$ cat src/rtl/mult_pkg.sv
// Purpose: shared FSM state encoding and counter sizing for the shift-and-add multiplier.
// Latency: n/a (declarations only).
// Backpressure: n/a.
package mult_pkg;

  // Raw 2-bit state codes, also used as the enum values below.
  localparam logic [1:0] ST_IDLE = 2'd0;
  localparam logic [1:0] ST_CALC = 2'd1;
  localparam logic [1:0] ST_FIX  = 2'd2;
  localparam logic [1:0] ST_DONE = 2'd3;

  typedef enum logic [1:0] {
    S_IDLE = ST_IDLE,
    S_CALC = ST_CALC,
    S_FIX  = ST_FIX,
    S_DONE = ST_DONE
  } state_e;

  // Iteration counter width: $clog2(WIDTH), never narrower than one bit.
  function automatic int cnt_width(input int width);
    return (width <= 2) ? 1 : $clog2(width);
  endfunction

endpackage

$ cat src/rtl/shift_add_mult_core_if.sv
// Purpose: request/response bundle for the multiplier (operands + start in, status + product out).
// Latency: n/a (wires only).
// Backpressure: none; i_start is ignored while o_busy is high.
// Ports: i_start, i_signed, i_a, i_b (master -> slave); o_busy, o_done, o_product (slave -> master).
interface shift_add_mult_core_if #(
  parameter int WIDTH = 8
);
  logic               i_start;
  logic               i_signed;
  logic [WIDTH-1:0]   i_a;
  logic [WIDTH-1:0]   i_b;
  logic               o_busy;
  logic               o_done;
  logic [2*WIDTH-1:0] o_product;

  modport master (
    output i_start, i_signed, i_a, i_b,
    input  o_busy, o_done, o_product
  );

  modport slave (
    input  i_start, i_signed, i_a, i_b,
    output o_busy, o_done, o_product
  );
endinterface

$ cat src/rtl/mult_addshift_dp.sv
// Purpose: multiplier datapath - B register, WIDTH+1-bit adder, {acc,A} shift register, remaining-bit zero detect.
// Latency: one iteration per clock when i_shift; aligned product is combinational from the registers.
// Backpressure: none; fully controlled by the owning FSM.
// Ports: i_clk, i_clear (sync clear), i_load + i_a_mag/i_b_mag, i_shift, i_iter (current iteration),
//        i_align_cnt (extra right shifts), o_rem_zero, o_prod_aligned.
module mult_addshift_dp import mult_pkg::*; #(
  parameter int WIDTH = 8,
  parameter int CNT_W = 3
) (
  input  logic               i_clk,
  input  logic               i_clear,
  input  logic               i_load,
  input  logic [WIDTH-1:0]   i_a_mag,
  input  logic [WIDTH-1:0]   i_b_mag,
  input  logic               i_shift,
  input  logic [CNT_W-1:0]   i_iter,
  input  logic [CNT_W-1:0]   i_align_cnt,
  output logic               o_rem_zero,
  output logic [2*WIDTH-1:0] o_prod_aligned
);

  logic [WIDTH-1:0] b_q;
  logic [WIDTH-1:0] acc_q;
  logic [WIDTH-1:0] a_q;
  logic [WIDTH:0]   sum;
  logic [WIDTH-1:0] rem_mask;

  // Carry kept in sum[WIDTH]; it becomes the new acc MSB after the shift.
  assign sum = {1'b0, acc_q} + {1'b0, (a_q[0] ? b_q : {WIDTH{1'b0}})};

  // At iteration k, A[WIDTH-1-k:1] still holds unprocessed multiplier bits;
  // everything above that is already product.
  assign rem_mask   = {WIDTH{1'b1}} >> (32'(i_iter) + 32'd1);
  assign o_rem_zero = ((a_q >> 1) & rem_mask) == {WIDTH{1'b0}};

  // Early exit skips zero-bit iterations, which are pure right shifts.
  assign o_prod_aligned = {acc_q, a_q} >> i_align_cnt;

  always_ff @(posedge i_clk) begin
    if (i_clear) begin
      b_q   <= '0;
      acc_q <= '0;
      a_q   <= '0;
    end else if (i_load) begin
      b_q   <= i_b_mag;
      acc_q <= '0;
      a_q   <= i_a_mag;
    end else if (i_shift) begin
      {acc_q, a_q} <= {sum, a_q[WIDTH-1:1]};
    end
  end

endmodule

$ cat src/rtl/shift_add_mult_core.sv
// Purpose: sequential shift-and-add multiplier; FSM, iteration counter and sign handling around the datapath.
// Latency: o_done in cycle N+2 after the accept cycle (N = WIDTH, or fewer with EARLY_EXIT).
// Backpressure: i_start accepted only in IDLE/DONE; ignored while o_busy.
// Ports: i_clk, i_rst (sync, active-high), bus (slave: i_start/i_signed/i_a/i_b in, o_busy/o_done/o_product out).
module shift_add_mult_core import mult_pkg::*; #(
  parameter int WIDTH      = 8,
  parameter int SIGNED_EN  = 1,
  parameter int EARLY_EXIT = 0
) (
  input logic                  i_clk,
  input logic                  i_rst,
  shift_add_mult_core_if.slave bus
);

  localparam int CNT_W = cnt_width(WIDTH);
  localparam logic [CNT_W-1:0] LAST_CNT = CNT_W'(WIDTH - 1);

  state_e               state_q, state_d;
  logic [CNT_W-1:0]     cnt_q, cnt_d;
  logic                 neg_q, neg_d;
  logic [2*WIDTH-1:0]   prod_q, prod_d;

  logic                 sgn;
  logic [WIDTH-1:0]     a_mag, b_mag;
  logic                 dp_load, dp_shift, rem_zero, last_iter;
  logic [2*WIDTH-1:0]   prod_aligned;

  // With SIGNED_EN=0 this folds to 0 and the magnitude muxes disappear.
  assign sgn   = bus.i_signed & (SIGNED_EN != 0);
  assign a_mag = (sgn & bus.i_a[WIDTH-1]) ? (~bus.i_a + WIDTH'(1)) : bus.i_a;
  assign b_mag = (sgn & bus.i_b[WIDTH-1]) ? (~bus.i_b + WIDTH'(1)) : bus.i_b;

  assign last_iter = (cnt_q == LAST_CNT) || ((EARLY_EXIT != 0) && rem_zero);

  mult_addshift_dp #(.WIDTH(WIDTH), .CNT_W(CNT_W)) u_dp (
    .i_clk          (i_clk),
    .i_clear        (i_rst),
    .i_load         (dp_load),
    .i_a_mag        (a_mag),
    .i_b_mag        (b_mag),
    .i_shift        (dp_shift),
    .i_iter         (cnt_q),
    .i_align_cnt    (LAST_CNT - cnt_q),
    .o_rem_zero     (rem_zero),
    .o_prod_aligned (prod_aligned)
  );

  always_comb begin
    state_d  = state_q;
    cnt_d    = cnt_q;
    neg_d    = neg_q;
    prod_d   = prod_q;
    dp_load  = 1'b0;
    dp_shift = 1'b0;
    case (state_q)
      S_IDLE, S_DONE: begin
        if (bus.i_start) begin
          dp_load = 1'b1;
          cnt_d   = '0;
          neg_d   = sgn & (bus.i_a[WIDTH-1] ^ bus.i_b[WIDTH-1]);
          state_d = S_CALC;
        end else if (state_q == S_DONE) begin
          state_d = S_IDLE;
        end
      end
      S_CALC: begin
        dp_shift = 1'b1;
        // cnt is frozen on the last iteration so FIX can derive the realign distance.
        if (last_iter) state_d = S_FIX;
        else           cnt_d   = cnt_q + CNT_W'(1);
      end
      S_FIX: begin
        prod_d  = neg_q ? (~prod_aligned + (2*WIDTH)'(1)) : prod_aligned;
        state_d = S_DONE;
      end
      default: state_d = S_IDLE;
    endcase
  end

  always_ff @(posedge i_clk) begin
    if (i_rst) begin
      state_q <= S_IDLE;
      cnt_q   <= '0;
      neg_q   <= 1'b0;
      prod_q  <= '0;
    end else begin
      state_q <= state_d;
      cnt_q   <= cnt_d;
      neg_q   <= neg_d;
      prod_q  <= prod_d;
    end
  end

  assign bus.o_busy    = (state_q == S_CALC) || (state_q == S_FIX);
  assign bus.o_done    = (state_q == S_DONE);
  assign bus.o_product = prod_q;

endmodule

$ cat src/flat_wrapper.sv
// flat-port wrapper written by rule: the top's interface ports become plain ports
module shift_add_mult_core_flat import mult_pkg::*;
#(
  parameter int WIDTH      = 8,
  parameter int SIGNED_EN  = 1,
  parameter int EARLY_EXIT = 0
)
  (i_clk, i_rst, bus_i_start, bus_i_signed, bus_i_a, bus_i_b, bus_o_busy, bus_o_done, bus_o_product);
  shift_add_mult_core_if #(.WIDTH(WIDTH)) bus_i ();
  input logic i_clk;
  input logic i_rst;
  input wire logic [$bits(bus_i.i_start)-1:0] bus_i_start;
  input wire logic [$bits(bus_i.i_signed)-1:0] bus_i_signed;
  input wire logic [$bits(bus_i.i_a)-1:0] bus_i_a;
  input wire logic [$bits(bus_i.i_b)-1:0] bus_i_b;
  output wire logic [$bits(bus_i.o_busy)-1:0] bus_o_busy;
  output wire logic [$bits(bus_i.o_done)-1:0] bus_o_done;
  output wire logic [$bits(bus_i.o_product)-1:0] bus_o_product;
  assign bus_i.i_start = bus_i_start;
  assign bus_i.i_signed = bus_i_signed;
  assign bus_i.i_a = bus_i_a;
  assign bus_i.i_b = bus_i_b;
  assign bus_o_busy = bus_i.o_busy;
  assign bus_o_done = bus_i.o_done;
  assign bus_o_product = bus_i.o_product;
  shift_add_mult_core #(.WIDTH(WIDTH), .SIGNED_EN(SIGNED_EN), .EARLY_EXIT(EARLY_EXIT)) u_core (.i_clk(i_clk), .i_rst(i_rst), .bus(bus_i));
endmodule
$ cat config.mk
export PLATFORM = sky130hd
export DESIGN_NAME = shift_add_mult_core_flat
export DESIGN_NICKNAME = d
export VERILOG_FILES = /design/src/rtl/mult_pkg.sv /design/src/rtl/shift_add_mult_core_if.sv /design/src/rtl/mult_addshift_dp.sv /design/src/rtl/shift_add_mult_core.sv /design/src/flat_wrapper.sv
export SDC_FILE = /design/constraint.sdc
export NUM_CORES = 1
export LEC_CHECK = 0
export ABC_AREA = 1
export CAP_MARGIN = 30
export CORE_ASPECT_RATIO = 2
export CORE_MARGIN = 2
export CORE_UTILIZATION = 35
export CTS_CLUSTER_SIZE = 20
export DETAILED_ROUTE_END_ITERATION = 7
export HOLD_SLACK_MARGIN = 0.08
export PLACE_DENSITY = 0.66
export RECOVER_POWER = 25
export SYNTH_ARGS = -nofsm -noshare
export SYNTH_HDL_FRONTEND = slang
export SYNTH_HIERARCHICAL = 1
export SYNTH_SLANG_ARGS = --single-unit
$ cat constraint.sdc
create_clock -name i_clk -period 2.11 [get_ports i_clk]
set_clock_uncertainty 0.05 [all_clocks]
set_input_delay 0.211 -clock i_clk [delete_from_list [all_inputs] [get_ports i_clk]]
set_output_delay 0.211 -clock i_clk [all_outputs]
set_load 0.02 [all_outputs]
==> results.rst <==
.. list-table::
   :header-rows: 1

   * - Metric
     - Value
   * - Kind of critical path
     - reg -> reg
   * - CTS tree
     - done
   * - Status
     - complete, no violations
   * - Hold Path End
     - u_core/bus.o_product[1]$_SDFFE_PP0P_
   * - Root buffer selected by CTS
     - sky130_fd_sc_hd__clkbuf_16
   * - Tightest hold margin
     - 0.440 ns
   * - Number of vias per cell after detailed routing
     - 4.96
   * - Pins over their slew limit
     - 0
   * - Clock buffer count from CTS
     - 5
   * - Sequential cell area
     - 922 um2
   * - Largest vdd supply drop
     - between 0.4 and 0.5 mV
   * - Hold crit path type
     - reg -> reg
   * - Number of antenna violations at the first check in global routing
     - 0
   * - RSZ-0062 raised after global routing
     - true
   * - I/O pins
     - 38
   * - Number of endpoints with negative hold slack in the final report
     - 0
   * - Crit end category
     - flop
   * - Horizontal die dimension
     - roughly 75 um
   * - Period minus WS final
     - between 2 and 2.5 ns
   * - R2r endpoint
     - u_core/bus.o_product[2]$_SDFFE_PP0P_
   * - Remaining number of nets flagged by the antenna check after routing
     - 0
   * - Peak Freq
     - between 400 and 500 MHz
   * - Commonest cells after routing, fill and taps aside
     - 131 x sky130_fd_sc_hd__nand2_1, 72 x sky130_fd_sc_hd__inv_1, 71 x sky130_fd_sc_hd__nor2_1
   * - Final antenna diode count
     - 0
   * - Number of rows in the core area
     - 51
   * - Average cell area after synthesis
     - 6.29 um2
   * - Worst R2R Path Depth
     - 12
   * - Required time at the endpoint of the critical path
     - 2.23 ns
   * - Die area
     - 10800 um2
   * - Reported max-cap violation count
     - 0
   * - Maximum number of pins on one net before global-route repair
     - 30
   * - Initial cell density of the core
     - 0.360
   * - Worst slack after detailed placement
     - -0.0990 ns
   * - Overall via count from detail_route
     - 3758
   * - Max Fanout on Critical Path
     - 5
   * - Count of mapped cells out of synthesis
     - 555
   * - First-pass GRT wire length
     - ~15000 um
   * - P_leak
     - between 2 and 2.5 nW
   * - Commonest non-fill, non-tap cell in the layout
     - sky130_fd_sc_hd__nand2_1
   * - Warning count from the yosys run
     - 6
   * - Hold Buf Count CTS
     - 0
   * - Startpoint Class
     - flop
   * - Sink Count
     - 46
   * - Cell count of the worst hold path
     - 2
   * - Tightest Pin Transition
     - 0.679 ns
   * - Utilization after layout
     - 0.494
   * - Setup-violating endpoint count in the final report
     - 0
   * - Power Dens Cells
     - 1390 nW/um2
   * - Depth of the CTS H-tree
     - 2
   * - Clock slew seen by the registers of the worst setup and hold paths
     - 0.06 ns
   * - Remaining Overflow, GRT
     - 0
   * - Reg2reg start
     - u_core/cnt_q[0]$_SDFFE_PP0P_
   * - Filler cell count in the final layout
     - 983
   * - Combined global-route utilization of all metal layers
     - 0.179
   * - Wirelength per Cell
     - 12.9 um
   * - Fraction of the cycle the final worst path needs
     - 0.985
   * - Latest clock arrival within the worst-skew pair
     - 0.30 ns
   * - Die boundary height
     - 145 um
   * - Largest buffer count on any clock path
     - 2
   * - Via count of the first global-routing pass
     - ~3600
   * - Reg2reg setup slack
     - 0.03 ns
   * - Worst hold path startpoint
     - u_core/bus.o_product[1]$_SDFFE_PP0P_
   * - Growth of design area from synthesis to finish
     - 37.1%
   * - Core region area
     - 9700 um2
   * - Total Nets Final
     - around 660
   * - Initial DRT Pass Iterations
     - 4
   * - Area used by multi-input combinational logic
     - 2400 um2
   * - Data arrival at the endpoint of the critical path
     - 2.20 ns
   * - Iteration-0 DRC Markers
     - 153
   * - Final wirelength
     - 9770 um
   * - Minimum setup slack in the final design
     - 0.0323 ns
   * - Mapped Area
     - 3490 um2
   * - Final GP Congestion
     - 0.879
   * - IO Port Bufs
     - 37
   * - Count of unresolved DRC violations after routing
     - 0
   * - Worst slew slack as a fraction of its limit
     - 0.546
   * - Proportion of layout cells with a drive suffix above 1
     - 0.200
   * - Post-Synthesis Net Count
     - between 500 and 600
   * - Half-perimeter wire length after placement
     - 7270 um
## final cells by class
cell class / instances / area share
Tap cell: 132 / 0.0345
Timing Repair Buffer: 85 / 0.172
Inverter: 81 / 0.0653
Multi-Input combinational cell: 406 / 0.500
Clock buffer: 5 / 0.0261
Clock inverter: 3 / 0.00940
Sequential cell: 46 / 0.192
## metal layers
metal / vias to the layer above / global-route usage / share of wire
met4: 0 / 0.0946 / 0.052
met3: 33 / 0.0250 / 0.025
li1: 1918 / - / -
met5: - / 0 / 0
met2: 80 / 0.356 / 0.59
met1: 1727 / 0.158 / 0.34
## where the power goes
part	leakage, nW	internal, mW	total, mW	switching [mW]
combinational	1.83	1.84	4.34	2.50
sequential	0.378	1.16	1.40	0.239
clock	0.0760	0.559	0.918	0.359
## stage by stage
step	setup TNS (ns)	cell area, um2	power, mW	instances
after CTS	-0.00321	4430	6.05	749
after global placement	-0.0729	4210	4.95	739
after global routing	-0.731	4790	7.18	758
after detailed placement	-0.677	4210	5.02	739
after floorplan	0	3490	3.82	555
final	0	4790	6.66	758
## flip-flops by register name, summed over array words and instances, names as in the netlist
signal	cells
u_core/bus.o_product	16
u_core/cnt_q	3
u_core/neg_q	1
u_core/state_q	2
u_core/u_dp/a_q	8
u_core/u_dp/acc_q	8
u_core/u_dp/b_q	8
## worst max path at each step
stage                                       endpoint                         start  slack, ns
6_report        u_core/bus.o_product[2]$_SDFFE_PP0P_  u_core/cnt_q[0]$_SDFFE_PP0P_       0.03
5_1_grt        u_core/bus.o_product[14]$_SDFFE_PP0P_  u_core/cnt_q[0]$_SDFFE_PP0P_      -0.13
4_1_cts         u_core/bus.o_product[9]$_SDFFE_PP0P_  u_core/cnt_q[0]$_SDFFE_PP0P_     -0.003
3_5_place_dp   u_core/bus.o_product[12]$_SDFFE_PP0P_  u_core/cnt_q[0]$_SDFFE_PP0P_       -0.1
3_3_place_gp   u_core/bus.o_product[13]$_SDFFE_PP0P_  u_core/cnt_q[0]$_SDFFE_PP0P_      -0.03
2_1_floorplan  u_core/bus.o_product[12]$_SDFFE_PP0P_  u_core/cnt_q[0]$_SDFFE_PP0P_       0.15
## worst max-delay path, cell delays in order, from the launching register on
cell and delay (ns):
sky130_fd_sc_hd__dfxtp_2 0.34, sky130_fd_sc_hd__inv_4 0.09, sky130_fd_sc_hd__clkbuf_16 0.15, sky130_fd_sc_hd__inv_2 0.05
sky130_fd_sc_hd__o21ai_0 0.18, sky130_fd_sc_hd__o21ai_1 0.14, sky130_fd_sc_hd__o21ai_2 0.20, sky130_fd_sc_hd__inv_2 0.07
sky130_fd_sc_hd__ha_4 0.17, sky130_fd_sc_hd__buf_4 0.13, sky130_fd_sc_hd__nor2_1 0.15, sky130_fd_sc_hd__xnor2_1 0.15
sky130_fd_sc_hd__a21oi_1 0.09
## timing repair
action,in CTS,in global routing
pin swaps,6,29
cloned,0,2
gates resized for setup,14,63
setup endpoints to repair,14,13
setup buffers,2,7
No activity file was read; power rests on OpenSTA's default activity.
==> patch, RTL diff (config.mk and constraints unchanged) <==
`SIGNED_EN` is set to 1 in 2 places; all go to 0.
--- a/src/rtl/shift_add_mult_core.sv
+++ b/src/rtl/shift_add_mult_core.sv
@@ -4,7 +4,7 @@
 // Ports: i_clk, i_rst (sync, active-high), bus (slave: i_start/i_signed/i_a/i_b in, o_busy/o_done/o_product out).
 module shift_add_mult_core import mult_pkg::*; #(
   parameter int WIDTH      = 8,
-  parameter int SIGNED_EN  = 1,
+  parameter int SIGNED_EN  = 0,
   parameter int EARLY_EXIT = 0
 ) (
   input logic                  i_clk,
--- a/src/flat_wrapper.sv
+++ b/src/flat_wrapper.sv
@@ -2,7 +2,7 @@
 module shift_add_mult_core_flat import mult_pkg::*;
 #(
   parameter int WIDTH      = 8,
-  parameter int SIGNED_EN  = 1,
+  parameter int SIGNED_EN  = 0,
   parameter int EARLY_EXIT = 0
 )
   (i_clk, i_rst, bus_i_start, bus_i_signed, bus_i_a, bus_i_b, bus_o_busy, bus_o_done, bus_o_product);
Behaviour: no difference found for any inputs over 10 cycles, from zero or initial values and one cycle with i_rst high; that may be too few to reach the edited logic, so the function may still have changed.
==> patch against the unedited design <==
Sequential cell count shrank 1. Largest cell class unchanged. Synthesized area shrank 22%. Power shrank 35%. Highest routed layer unchanged. Worst setup slack gained 0.27 ns. Global-route usage shrank 2.1 points. Critical endpoint is now u_core/u_dp/acc_q[5]. Final area shrank 32%. Count of clock-buffer cells in the layout grew 1. Wire length shrank 37%.
==> patch: results (changes against the unedited design) <==
metric,value,unit,change
status,finished clean,,
cts_resized,0,,-14
n_fill_cell,848,,-14%
reg2reg_depth,12,,unchanged
worst_pin_slew,0.4992,ns,-0.1803 ns
fin_nets,473,,-29%
finalWeightedCongestion,0.8667,,-1.4%
peakVddDrop,0.4882,mV,-0.15%
grt_util_all_layers,0.1578,,-0.02122
arrival,1.95,ns,-0.25 ns
dr.first_iter.drc_count,87,,-43%
grt_pass1_vias,2446,,-32%
reg2reg_from,u_core/u_dp/a_q[0],,
critical_path.startpoint_type,flip-flop,,
hold_end,u_core/bus.o_product[8],,
yosys_warnings,6,,unchanged
routedWlPerCell,11.61,um,-9.9%
syn-num-nets,440,,-26%
hold_path_startpoint,u_core/bus.o_product[8],,
postCtsSetupBuffers,0,,-2
use_met2,0.3124,,-0.04340
clock-root-buffer,clkbuf_16,,
met1_usage,0.1498,,-0.007967
worstSkewPairLatency,0.29,ns,
min_path_type,flip-flop to flip-flop,,
fin_crit_sh,0.8578,,-0.1269
hpwl,4.980,mm,-31%
drt-pass1-iter-count,4,,unchanged
rrSetupSlack,0.30,ns,+0.27 ns
largest_reg_flops,16,,unchanged
met3_usage,0.02885,,+0.003846
htreeDepth,2,,unchanged
vias,2599,,-31%
n_antenna_cell,0,,unchanged
cellLeakagePower,1.647,nW,-28%
place_ws,0.3248,ns,+0.4238 ns
path_max_fanout,6,,+1
io_buffers,36,,-2.7%
r2r-end,u_core/u_dp/acc_q[5],,
grt_pass1_wl,10.52,mm,-32%
grt_start_max_net_pins,31,,+3.3%
clock_path_buffers,2,,unchanged
drive_gt1_frac,0.06591,,-0.1338
antenna_found_initial,0,,unchanged
==> patch: how the worst max path moves through the flow <==
stage                                end  cells after the start
CTS                           bus_o_busy                      4
global placement    u_core/u_dp/acc_q[5]                     12
detailed placement  u_core/u_dp/acc_q[5]                     12
floorplan           u_core/u_dp/acc_q[5]                     13
global route        u_core/u_dp/acc_q[5]                     12
finish              u_core/u_dp/acc_q[5]                     12
==> patch: stage by stage <==
stage          hold slack (ns)    util  instance area (um2)  instances
2_1_floorplan           0.2301       -                 2715        406
3_5_place_dp            0.4329  0.4151                 3132        526
4_1_cts                 0.4460  0.4342                 3276        534
6_report                0.4384  0.4342                 3276        534
3_3_place_gp            0.4271  0.4151                 3132        526
5_1_grt                 0.4590  0.4342                 3276        534
==> patch: layout make-up <==
cell class,instances,area (um2),share of cell area
Clock buffer,6,128.9,0.03934
Inverter,53,198.9,0.06073
Timing Repair Buffer,44,422.9,0.1291
Sequential cell,45,900.9,0.2750
Tap cell,94,117.6,0.03591
Clock inverter,2,15.01,0.004584
Multi-Input combinational cell,290,1491,0.4553
==> patch: critical path, cell delays in order (launching register included) <==
cell,delay [ns]
dfxtp_1,0.36
buf_4,0.17
nand2_1,0.05
inv_1,0.06
fa_1,0.42
nand2_1,0.08
nand2_1,0.09
nand3b_1,0.12
nand2_1,0.07
nand2_1,0.07
nand3_1,0.06
nand2_1,0.06
inv_1,0.04
==> patch: power breakdown <==
part,switching [mW],internal [mW]
Sequential,0.184,1.14
Combinational,1.39,0.833
Clock,0.326,0.439
Total,1.90,2.41
==> patch: layer usage <==
layer | vias to the layer above | part of all wire
met3 | 11 | 0.027
met4 | 0 | 0.024
li1 | 1372 | -
met1 | 1167 | 0.37
met2 | 49 | 0.58
met5 | - | 0
